==> src/rtl/fetch_pkg.sv <==
// Shared types and constants for the instruction fetch unit.
// Build option: FETCH_MISALIGN_CHECK_EN enables the misaligned-redirect flag in fetch_unit.
package fetch_pkg;

    localparam int unsigned INST_W           = 32;
    localparam logic [31:0] PC_STEP          = 32'd4;
    localparam logic [31:0] DEFAULT_RESET_PC = 32'h0000_0000;

    typedef enum logic [1:0] {
        StIdle,
        StWait,
        StKill
    } fetch_state_e;

    typedef struct packed {
        logic [31:0]       pc;
        logic [INST_W-1:0] inst;
    } fetch_entry_t;

    // Word-align a fetch address by clearing the byte-offset bits.
    function automatic logic [31:0] align_pc(input logic [31:0] pc);
        return pc & ~32'h0000_0003;
    endfunction

endpackage

==> src/rtl/fetch_fifo.sv <==
// DEPTH-entry FIFO of {pc, inst} pairs with push, pop, flush and occupancy count.
// Head entry is presented combinationally and forced to zero when empty.
module fetch_fifo
    import fetch_pkg::*;
#(
    parameter int unsigned DEPTH = 4,
    localparam int unsigned PtrW = (DEPTH > 1) ? $clog2(DEPTH) : 1,
    localparam int unsigned CntW = PtrW + 1
) (
    input  logic            clock_i,
    input  logic            reset_i,
    input  logic            flush_i,
    input  logic            push_i,
    input  fetch_entry_t    push_entry_i,
    input  logic            pop_i,
    output logic [CntW-1:0] count_o,
    output logic            valid_o,
    output fetch_entry_t    head_o
);

    localparam logic [CntW-1:0] DepthCnt = CntW'(DEPTH);

    fetch_entry_t    mem_q [DEPTH];
    logic [PtrW-1:0] rd_ptr_q, rd_ptr_d;
    logic [PtrW-1:0] wr_ptr_q, wr_ptr_d;
    logic [CntW-1:0] count_q, count_d;
    logic            do_push;
    logic            do_pop;

    always_comb begin
        do_pop  = pop_i && (count_q != '0);
        do_push = push_i && (count_q < DepthCnt);
        rd_ptr_d = rd_ptr_q;
        wr_ptr_d = wr_ptr_q;
        count_d  = count_q;
        if (flush_i) begin
            rd_ptr_d = '0;
            wr_ptr_d = '0;
            count_d  = '0;
        end else begin
            if (do_pop) begin
                rd_ptr_d = rd_ptr_q + PtrW'(1);
            end
            if (do_push) begin
                wr_ptr_d = wr_ptr_q + PtrW'(1);
            end
            unique case ({do_push, do_pop})
                2'b10:   count_d = count_q + CntW'(1);
                2'b01:   count_d = count_q - CntW'(1);
                default: count_d = count_q;
            endcase
        end
    end

    always_ff @(posedge clock_i) begin
        if (reset_i) begin
            rd_ptr_q <= '0;
            wr_ptr_q <= '0;
            count_q  <= '0;
        end else begin
            rd_ptr_q <= rd_ptr_d;
            wr_ptr_q <= wr_ptr_d;
            count_q  <= count_d;
        end
    end

    // Storage needs no reset: the head is masked whenever the count is zero.
    always_ff @(posedge clock_i) begin
        if (do_push && !flush_i) begin
            mem_q[wr_ptr_q] <= push_entry_i;
        end
    end

    always_comb begin
        count_o = count_q;
        valid_o = (count_q != '0);
        head_o  = valid_o ? mem_q[rd_ptr_q] : '0;
    end

endmodule

==> src/rtl/fetch_unit.sv <==
// Instruction fetch unit: single-outstanding memory requester feeding an instruction FIFO.
// Build option: FETCH_MISALIGN_CHECK_EN adds a one-cycle flag for unaligned redirect targets.
module fetch_unit
    import fetch_pkg::*;
#(
    parameter int unsigned DEPTH    = 4,
    parameter logic [31:0] RESET_PC = DEFAULT_RESET_PC
) (
    input  logic              clock_i,
    input  logic              reset_i,
    output logic              mem_req_o,
    output logic [31:0]       mem_addr_o,
    input  logic              mem_ack_i,
    input  logic [INST_W-1:0] mem_rdata_i,
    output logic              inst_valid_o,
    output logic [INST_W-1:0] inst_o,
    output logic [31:0]       inst_pc_o,
    input  logic              inst_ready_i,
    input  logic              redirect_i,
    input  logic [31:0]       redirect_pc_i,
    output logic              misalign_o
);

    localparam int unsigned     CntW     = $clog2(DEPTH) + 1;
    localparam logic [CntW-1:0] DepthCnt = CntW'(DEPTH);
    localparam logic [CntW-1:0] DepthM1  = CntW'(DEPTH - 1);

    fetch_state_e    state_q, state_d;
    logic [31:0]     fetch_pc_q, fetch_pc_d;
    logic [31:0]     req_addr_q, req_addr_d;
    logic [31:0]     redirect_pc;
    logic [31:0]     next_pc;

    logic [CntW-1:0] fifo_count;
    logic            fifo_valid;
    fetch_entry_t    fifo_head;
    fetch_entry_t    push_entry;
    logic            fifo_push;
    logic            fifo_pop;
    logic            fifo_flush;

    // State register
    always_ff @(posedge clock_i) begin
        if (reset_i) begin
            state_q    <= StIdle;
            fetch_pc_q <= RESET_PC;
            req_addr_q <= '0;
        end else begin
            state_q    <= state_d;
            fetch_pc_q <= fetch_pc_d;
            req_addr_q <= req_addr_d;
        end
    end

    // Next-state logic; occupancy is the registered count, so a same-cycle pop
    // only frees room for the decision made on the following cycle.
    always_comb begin
        state_d     = state_q;
        fetch_pc_d  = fetch_pc_q;
        req_addr_d  = req_addr_q;
        redirect_pc = align_pc(redirect_pc_i);
        next_pc     = fetch_pc_q + PC_STEP;
        unique case (state_q)
            StIdle: begin
                if (redirect_i) begin
                    fetch_pc_d = redirect_pc;
                    req_addr_d = redirect_pc;
                    state_d    = StWait;
                end else if (fifo_count < DepthCnt) begin
                    req_addr_d = fetch_pc_q;
                    state_d    = StWait;
                end
            end
            StWait: begin
                if (redirect_i) begin
                    fetch_pc_d = redirect_pc;
                    if (mem_ack_i) begin
                        req_addr_d = redirect_pc;
                        state_d    = StWait;
                    end else begin
                        state_d    = StKill;
                    end
                end else if (mem_ack_i) begin
                    fetch_pc_d = next_pc;
                    if (fifo_count < DepthM1) begin
                        req_addr_d = next_pc;
                        state_d    = StWait;
                    end else begin
                        state_d    = StIdle;
                    end
                end
            end
            StKill: begin
                if (redirect_i) begin
                    fetch_pc_d = redirect_pc;
                    if (mem_ack_i) begin
                        req_addr_d = redirect_pc;
                        state_d    = StWait;
                    end
                end else if (mem_ack_i) begin
                    req_addr_d = fetch_pc_q;
                    state_d    = StWait;
                end
            end
            default: state_d = StIdle;
        endcase
    end

    // Outputs and FIFO control
    always_comb begin
        mem_req_o = 1'b0;
        fifo_push = 1'b0;
        unique case (state_q)
            StIdle: mem_req_o = 1'b0;
            StWait: begin
                mem_req_o = 1'b1;
                fifo_push = mem_ack_i && !redirect_i;
            end
            StKill: mem_req_o = 1'b1;
            default: mem_req_o = 1'b0;
        endcase
        mem_addr_o      = mem_req_o ? req_addr_q : '0;
        fifo_flush      = redirect_i;
        fifo_pop        = fifo_valid && inst_ready_i;
        push_entry.pc   = fetch_pc_q;
        push_entry.inst = mem_rdata_i;
        inst_valid_o    = fifo_valid;
        inst_o          = fifo_head.inst;
        inst_pc_o       = fifo_head.pc;
    end

    fetch_fifo #(
        .DEPTH (DEPTH)
    ) u_fifo (
        .clock_i      (clock_i),
        .reset_i      (reset_i),
        .flush_i      (fifo_flush),
        .push_i       (fifo_push),
        .push_entry_i (push_entry),
        .pop_i        (fifo_pop),
        .count_o      (fifo_count),
        .valid_o      (fifo_valid),
        .head_o       (fifo_head)
    );

`ifdef FETCH_MISALIGN_CHECK_EN
    logic misalign_q;

    always_ff @(posedge clock_i) begin
        if (reset_i) begin
            misalign_q <= 1'b0;
        end else begin
            misalign_q <= redirect_i && (redirect_pc_i[1:0] != 2'b00);
        end
    end

    assign misalign_o = misalign_q;
`else
    assign misalign_o = 1'b0;
`endif

endmodule

==> config.mk <==
export PLATFORM = sky130hd
export DESIGN_NAME = fetch_unit
export DESIGN_NICKNAME = d
export VERILOG_FILES = /design/src/rtl/fetch_pkg.sv /design/src/rtl/fetch_fifo.sv /design/src/rtl/fetch_unit.sv
export SDC_FILE = /design/constraint.sdc
export NUM_CORES = 1
export LEC_CHECK = 0
export ABC_AREA = 1
export CAP_MARGIN = 40
export CORE_MARGIN = 8
export CORE_UTILIZATION = 30
export DETAILED_ROUTE_END_ITERATION = 8
export PLACE_DENSITY = 0.48
export SLEW_MARGIN = 0
export SYNTH_ARGS = -nofsm -noshare
export SYNTH_HDL_FRONTEND = slang
export SYNTH_SLANG_ARGS = --single-unit
==> constraint.sdc <==
create_clock -name clock_i -period 5.15 [get_ports clock_i]
set_clock_uncertainty 0.2 [all_clocks]
set_input_delay 0.7725 -clock clock_i [delete_from_list [all_inputs] [get_ports clock_i]]
set_output_delay 0.7725 -clock clock_i [all_outputs]
set_load 0.1 [all_outputs]
==> results of run 1 <==
worst max-delay path by stage:
stage                    start             endpoint  slack (ps)  cells past startpoint
floorplan           redirect_i   u_fifo.mem_q[0][0]         520                      5
global placement    redirect_i       req_addr_q[18]        1360                      9
detailed placement   mem_ack_i  u_fifo.mem_q[2][30]        1460                      6
CTS                   register         inst_pc_o[8]        1110                      5
global route          register            inst_o[0]         980                      5
finish                register            inst_o[0]        1240                      5
layout make-up:
class / count / area share [%]
multi-input cells: 1158 / 28.3
flip-flops and latches: 321 / 47.2
clock buffers: 52 / 5.53
clock inverters: 15 / 0.947
inverters: 107 / 2.13
well taps: 672 / 4.45
repair buffers: 217 / 11.5
cells by family after synthesis:
| group | synth area share (%) |
|---|---|
| buffers and inverters | 5.47 |
| flip-flops | 59.3 |
| AO/OA/AOI/OAI | 15.7 |
| other | 0.0249 |
| XOR/XNOR | 0.524 |
| AND/OR/NAND/NOR | 18.1 |
| adder cells (fa/ha/maj) | 0.965 |
where the power goes:
group | internal (W) | switching [W]
clock network | 0.00158 | 0.00108
registers | 0.00291 | 0.000128
logic | 0.000342 | 0.000789
total | 0.00482 | 0.00200
synth_stat cells (3+ instances only):
cell        n
nand4_1     5
o21ai_1     8
clkbuf_1   63
buf_2      21
xor2_1      8
nand3_1    62
ha_1       10
nor2_1    331
o211ai_1    5
a22o_1     10
o22ai_1     4
inv_2       9
a21oi_1   199
inv_1      96
a22oi_1     9
nor2_4      3
edfxtp_1  248
nand2_1   272
buf_4       5
buf_1       8
o21ai_0   205
dfxtp_1    73
cell usage in the layout (no fill, tap or decap), types with 7 or more instances in the layout:
cell               n
a21oi_1          199
a22o_1            10
a22oi_1            9
buf_4             90
buf_8             28
clkbuf_1          11
clkbuf_16         39
clkdlybuf4s50_1   93
clkinv_1           7
dfxtp_1           71
edfxtp_1         248
ha_1               9
inv_1             96
inv_2              8
nand2_1          272
nand3_1           62
nor2_1           326
nor2_4             7
o21ai_0          205
o21ai_1            8
xor2_1             8
sequential cells by signal, indices dropped and copies added (netlist names), named ones only:
signal           cells
u_fifo.mem_q       248
u_fifo.rd_ptr_q      2
req_addr_q          32
state_q              2
u_fifo.count_o       3
u_fifo.wr_ptr_q      2
fetch_pc_q          30
through the flow:
step	setup WS (ps)	std cells	hold WS (ps)	power, W
2_1_floorplan	518	1684	233	0.00381
3_3_place_gp	1360	2442	245	0.00414
3_5_place_dp	1460	2475	248	0.00422
4_1_cts	1110	2542	258	0.00691
5_1_grt	978	2542	272	0.00711
6_report	1240	2542	256	0.00682
layer usage:
layer  share of wire, %  GRT usage (%)
met3                5.6           2.65
met1                 47           21.4
met5                  0              0
met4                2.0           4.30
met2                 46           25.1
critical path, cell delays in order (launching register included):
cell and delay (ps):
dfxtp_4 500, inv_2 590, buf_4 510, o21ai_0 160, a21oi_1 240, buf_4 340
==> results_dict.tcl, run 1 <==
set metrics [dict create \
    fin_crit_sh_pct 76.0 \
    path_max_fanout 46 \
    p_per_area_nw_per_um2 361 \
    via_count 12100 \
    grt-ovfl-total 0 \
    insertion_delay_ps 550 \
    first_pass_iters 5 \
    drtIter0Drc 825 \
    reg2reg_to "req_addr_q[3]" \
    yosys-top-cells-area "edfxtp_1 50%, dfxtp_1 9.7%, nor2_1 8.3%" \
    critical_path_class "reg2out" \
    cp-end-kind "output pin" \
    routed_wl_um 45600 \
    syn_avg_cell_area_um2 8.94 \
    via_per_inst 4.76 \
    worst_ep_required_time_ps 4180 \
    synth_cell_types 42 \
    die_y_um 240 \
    syn-cell-area_um2 15000 \
    gp_congestion 0.832 \
    die_area_um2 57500 \
    initial_utilization_pct 30.2 \
    area_growth_pct 25.7 \
    grt_pass1_wl_um 70400 \
    cts_resized 0 \
    startpoint_type "register" \
    cts_sinks 321 \
    dp_hpwl_um 29000 \
    clk_path_buf_depth 3 \
    multi_input_area_um2 5350 \
    synth.top_cell.area_share_pct 49.5 \
    antenna_cells 0 \
    synth-async-reset-ratio_pct 0 \
    fin_area_um2 18900 \
    slew_headroom_pct 48.1 \
    core-area_um2 49900 \
    cts_tree "done" \
    post_cts_buffers 0 \
    grt_max_degree 76 \
    yosysTopAreaCell "edfxtp_1" \
    htreeDepth 2 \
    cts_made_buffers 39 \
    ir_drop_mv 0.179 \
    min_to "req_addr_q[1]" \
    p_leak_nw 7.04 \
    post_dp_cell_area_um2 17700 \
    arrival_ps 2940 \
    clock-root-buffer "clkbuf_16" \
    fin_util_pct 37.9 \
    rows 82 \
    ant_nets 0 \
    grt_pass1_vias 11700 \
    synth_top_flop_cell "edfxtp_1" \
    grtUsageTotal_pct 15.5 \
    seq_area_frac_synth_pct 59.3 \
    postCtsHoldBufs 0 \
    max_freq_ghz 0.256 \
    drc 0 \
    num_io_pins 168 \
    layout-drive-gt1-share_pct 10.9 \
    fin_nets 1924 \
    fin_crit_ps 3910 \
    regArea_um2 8910 \
    die_x_um 240 \
    maxSlewViolCount 0 \
    tightest_slew_ps 779 \
    hold_path.class "reg2reg" \
    nFillCells 5075 \
    holdPathStages 2 \
    rsz0062_at_grt "no" \
    synth_cells 1682 \
    port_buffers 162 \
    ff2ff_setup_slack_ps 1780 \
    wl_per_cell_um 17.9 \
    synth_warnings 0 \
    final.setup.tns_ps 0 \
    status "finished clean" \
    clk_pin_slew_worst_paths_ps 60 \
    r2r-start "state_q[0]" \
    setup_violations 0 \
    reg2reg_depth 11 \
    hold_viol 0 \
    synth_edf_count 248 \
    antenna_found_initial 0 \
    yosys_register_bits 321 \
    min_from "req_addr_q[1]" \
    maxCapViolCount 0 \
]
No activity file was read; power rests on OpenSTA's default activity.
==> inputs of run 2 (changes only) <==
Clock period 5.15 ns to 3.68 ns, I/O delays scaled along.
==> run 2 against run 1 <==
  * Routed wire length down 0.48%
  * Clock-buffer cell count shrank 5
  * Global-route usage hardly changed
  * Final cell count decreased by 0.75%
  * Register-to-register slack worse by 1200 ps
  * Power grew 41%
  * Sequential cell count unchanged
  * Clock power rose by 42%
  * Utilization up 1.3 points
  * Largest power group unchanged
==> results_dict.tcl, run 2 (synthesis results as in run 1) <==
set metrics [dict create \
    status "finished clean" \
    setup_violations 0 \
    critical_path_class "reg2out" \
    insertion_delay_ps 550 \
    initial_utilization_pct 30.2 \
    ir_drop_mv 0.261 \
    fin_crit_ps 3280 \
    fin_crit_sh_pct 89.2 \
    clk_path_buf_depth 3 \
    arrival_ps 2530 \
    regArea_um2 8910 \
    tightest_slew_ps 738 \
    die_x_um 240 \
    mostFrequentLayoutCell "nor2_1" \
    worst_ep_required_time_ps 2930 \
    clk_pin_slew_worst_paths_ps 60 \
    largest_register_ffs 248 \
    grt-ovfl-total 0 \
    ant_nets 0 \
    drc 0 \
    cts_made_buffers 37 \
    port_buffers 162 \
    via_per_inst 4.78 \
    antenna_found_initial 0 \
    clock-root-buffer "clkbuf_16" \
    p_per_area_nw_per_um2 493 \
    nFillCells 4960 \
    multi_input_area_um2 5570 \
    antenna_cells 0 \
    num_io_pins 168 \
    cp-end-kind "output pin" \
    grt_pass1_vias 11700 \
    path_max_fanout 29 \
    final_cell_mix "326 x nor2_1, 272 x nand2_1, 248 x edfxtp_1" \
    hold_path.class "reg2reg" \
    drtIter0Drc 844 \
    gp_congestion 0.825 \
    hold_viol 0 \
    grt_pass1_wl_um 70100 \
    fin_nets 1903 \
    via_count 12100 \
    area_growth_pct 29.9 \
    final.setup.tns_ps 0 \
    cts_sinks 321 \
    regMostFlops "u_fifo.mem_q" \
    routed_wl_um 45400 \
    core-area_um2 49900 \
    max_freq_ghz 0.305 \
    wl_per_cell_um 18.0 \
    dp_hpwl_um 29100 \
    die_y_um 240 \
    cts_resized 0 \
    first_pass_iters 5 \
    rsz0062_at_grt "no" \
    routed.top_layer "met4" \
    die_area_um2 57500 \
    wl_met2_um 20400 \
    power_w 0.00963 \
    slew_headroom_pct 50.7 \
    post_cts_buffers 0 \
    p_leak_nw 7.11 \
    reg.largest.list "u_fifo.mem_q x248, req_addr_q x32, fetch_pc_q x30" \
    grtUsageTotal_pct 15.5 \
    layout-drive-gt1-share_pct 14.7 \
    grt_max_degree 97 \
    cts_tree "done" \
    postCtsHoldBufs 0 \
    rows 82 \
    maxCapViolCount 0 \
    startpoint_type "register" \
    met3_length_um 2700 \
    htreeDepth 2 \
    maxSlewViolCount 0 \
    drt-met1-wl_um 21200 \
]
## run 2: changes by cell type in the layout (fill, tap and decap cells not counted), moves of 2 or more
cell	before	now
buf_12	3	69
a21oi_2	1	61
clkbuf_8	2	0
buf_4	90	61
a21oi_1	199	139
clkbuf_1	11	8
clkdlybuf4s50_1	93	66
clkinv_8	2	0
bufinv_16	3	5
clkinv_2	2	6
buf_8	28	0
## run 2: metrics by stage
step	setup slack (ps)	hold slack (ps)	instances	area, um2	utilization [%]
after CTS	339	260	2523	19500	39.2
after detailed placement	535	252	2456	18300	36.7
after global placement	538	244	2454	18200	36.6
after floorplan	-773	233	1684	15300	-
after global routing	212	281	2523	19500	39.2
final	398	257	2523	19500	39.2
## run 2: final timing paths
path	from	endpoint	slack (ps)	cells past startpoint
max	state_q[0]	mem_addr_o[14]	400	6
min reg2reg	req_addr_q[0]	req_addr_q[0]	260	2
max reg2reg	state_q[0]	fetch_pc_q[26]	630	10
min	req_addr_q[0]	req_addr_q[0]	260	2
## run 2: layout make-up
type,count,area share [%]
clock buffers,47,5.15
clock inverters,20,1.20
inverters,107,2.07
multi-input cells,1158,28.5
flip-flops and latches,321,45.7
well taps,672,4.31
repair buffers,198,13.1
## run 2: layer usage
layer | global-route usage [%] | up-vias
met5 | 0 | -
met2 | 24.6 | 323
met1 | 21.4 | 5668
li1 | - | 6006
met3 | 2.91 | 65
met4 | 4.63 | 0
## run 2: power by group
part | leakage (nW) | internal [W] | switching [W]
clock | 0.599 | 0.00229 | 0.00149
combinational | 3.65 | 0.000488 | 0.00112
sequential | 2.86 | 0.00406 | 0.000179
total | 7.11 | 0.00684 | 0.00279
## run 2: worst max-delay path, stage by stage, from the launching register on
cell	delay, ps
dfxtp_1	440
inv_1	100
ha_2	610
buf_4	370
nand2_1	110
inv_1	60
buf_4	280
==> inputs of run 3 (changes only) <==
Settings changed: REMOVE_ABC_BUFFERS from default to 1.
==> run 3 against run 2 <==
  * Sequential share of layout area is 0.13 points higher
  * Via count rose by 1.7%
  * Sequential power is essentially flat
  * Global-route usage up 0.37 points
  * Fmax shrank 4.2%
  * Sequential cell count stayed put
  * First-iteration DRC count is 5.6% higher
  * Critical endpoint is now inst_pc_o[7]
  * Largest cell class unchanged
  * Highest routed layer unchanged
==> results_dict.tcl, run 3 (synthesis results as in run 1) <==
set metrics [dict create \
    cts_tree "done" \
    arrival_ps 2670 \
    tightest_slew_ps 771 \
    fin_util_pct 39.0 \
    fin_hold_ws_ps 252 \
    clk_pin_slew_worst_paths_ps 60 \
    fin_crit_sh_pct 93.1 \
    clock-root-buffer "clkbuf_16" \
    grtUsageTotal_pct 15.9 \
    cp-end-kind "output pin" \
    grt-ovfl-total 0 \
    reg.largest.list "u_fifo.mem_q x248, req_addr_q x32, fetch_pc_q x30" \
    cts_sinks 321 \
    multi_input_area_um2 5350 \
    regArea_um2 8910 \
    cp_cell_sequence "nor2_1, nand2_1, inv_2, buf_4, a21oi_1, buf_12" \
    grt_max_degree 63 \
    die_x_um 240 \
    antenna_found_initial 0 \
    worst_ep_required_time_ps 2930 \
    via_per_inst 4.86 \
    mostFrequentLayoutCell "nor2_1" \
    critPathSlowestCell "buf_4" \
    port_buffers 162 \
    setup_violations 0 \
    maxCapViolCount 0 \
    maxSlewViolCount 0 \
    hold_path.class "reg2reg" \
    final_cell_mix "326 x nor2_1, 272 x nand2_1, 248 x edfxtp_1" \
    insertion_delay_ps 550 \
    p_per_area_nw_per_um2 491 \
    grt_pass1_vias 12100 \
    nFillCells 5007 \
    antenna_cells 0 \
    p_leak_nw 7.16 \
    ant_nets 0 \
    area_growth_pct 29.5 \
    postCtsHoldBufs 0 \
    cp_top_family "buffers and inverters" \
    max_freq_ghz 0.292 \
    first_pass_iters 5 \
    die_y_um 240 \
    initial_utilization_pct 30.2 \
    die_area_um2 57500 \
    routed_wl_um 46700 \
    drtIter0Drc 891 \
    dp_hpwl_um 29200 \
    hold_viol 0 \
    path_buf_inv 3 \
    num_io_pins 168 \
    critical_path_class "reg2out" \
    wl_per_cell_um 18.5 \
    fin_crit_ps 3430 \
    cts_made_buffers 38 \
    rsz0062_at_grt "no" \
    regMostFlops "u_fifo.mem_q" \
    grt_pass1_wl_um 71100 \
    startpoint_type "register" \
    status "finished clean" \
    rows 82 \
    gp_congestion 0.810 \
    path_max_fanout 35 \
    fin_nets 1905 \
    ir_drop_mv 0.221 \
    drc 0 \
    core-area_um2 49900 \
    largest_register_ffs 248 \
    layout-drive-gt1-share_pct 11.4 \
    slew_headroom_pct 48.5 \
    via_count 12300 \
    clk_path_buf_depth 3 \
    post_cts_buffers 0 \
    slowest_delay_ps 560 \
    htreeDepth 2 \
]
==> run 3: changes by cell type in the layout (fill, tap and decap cells not counted), sizes merged <==
cell / delta
clkinvlp: -2
clkinv: +1
buf: +1
inv: +1
clkbuf: +3
bufinv: -2
==> run 3: metrics by stage <==
stage	TNS [ps]	power, W	std cells	instance area, um2	worst slack (ps)
finish	0	0.00956	2525	19500	253
global route	0	0.00996	2525	19500	69.9
CTS	0	0.00968	2525	19500	130
detailed placement	0	0.00598	2457	18300	493
global placement	0	0.00596	2457	18300	546
floorplan	-372940	0.00528	1586	14600	-1590
==> run 3: worst register-to-register path: stages (launching register included) <==
cell,delay (ps)
dfxtp_1,430
inv_1,100
ha_1,250
nor2_2,110
buf_4,210
inv_1,140
nor2_4,610
inv_1,300
buf_4,320
a21oi_1,170
a21oi_1,80
==> run 3: worst paths after layout <==
check / start / to / slack, ps / cells after the start
setup / recovery: u_fifo.count_o[2] / inst_pc_o[7] / 250 / 6
hold / removal: req_addr_q[0] / req_addr_q[0] / 250 / 2
setup reg to reg: state_q[0] / fetch_pc_q[3] / 620 / 10
hold reg to reg: req_addr_q[0] / req_addr_q[0] / 250 / 2
==> run 3: area by class of cell <==
class                   count  share of cell area [%]
flip-flops and latches    321                    45.8
multi-input cells        1158                    27.5
repair buffers            199                    14.2
clock buffers              50                    5.28
well taps                 672                    4.32
inverters                 107                    2.06
clock inverters            18                   0.912
==> run 3: metal layers <==
| layer | vias up | GRT usage [%] | share of wire (%) |
|---|---|---|---|
| met1 | 5827 | 20.8 | 44 |
| met5 | - | 0 | 0 |
| met4 | 0 | 4.83 | 2.2 |
| li1 | 6008 | - | - |
| met3 | 75 | 2.83 | 5.6 |
| met2 | 358 | 26.6 | 48 |
==> run 3: timing repair <==
action,CTS,global route
hold endpoints to repair,0,0
resized for setup,0,1
setup endpoints to repair,0,1
==> run 3: where the power goes <==
group,internal [W],switching [W]
Clock,0.00218,0.00148
Sequential,0.00406,0.000190
Combinational,0.000524,0.00113
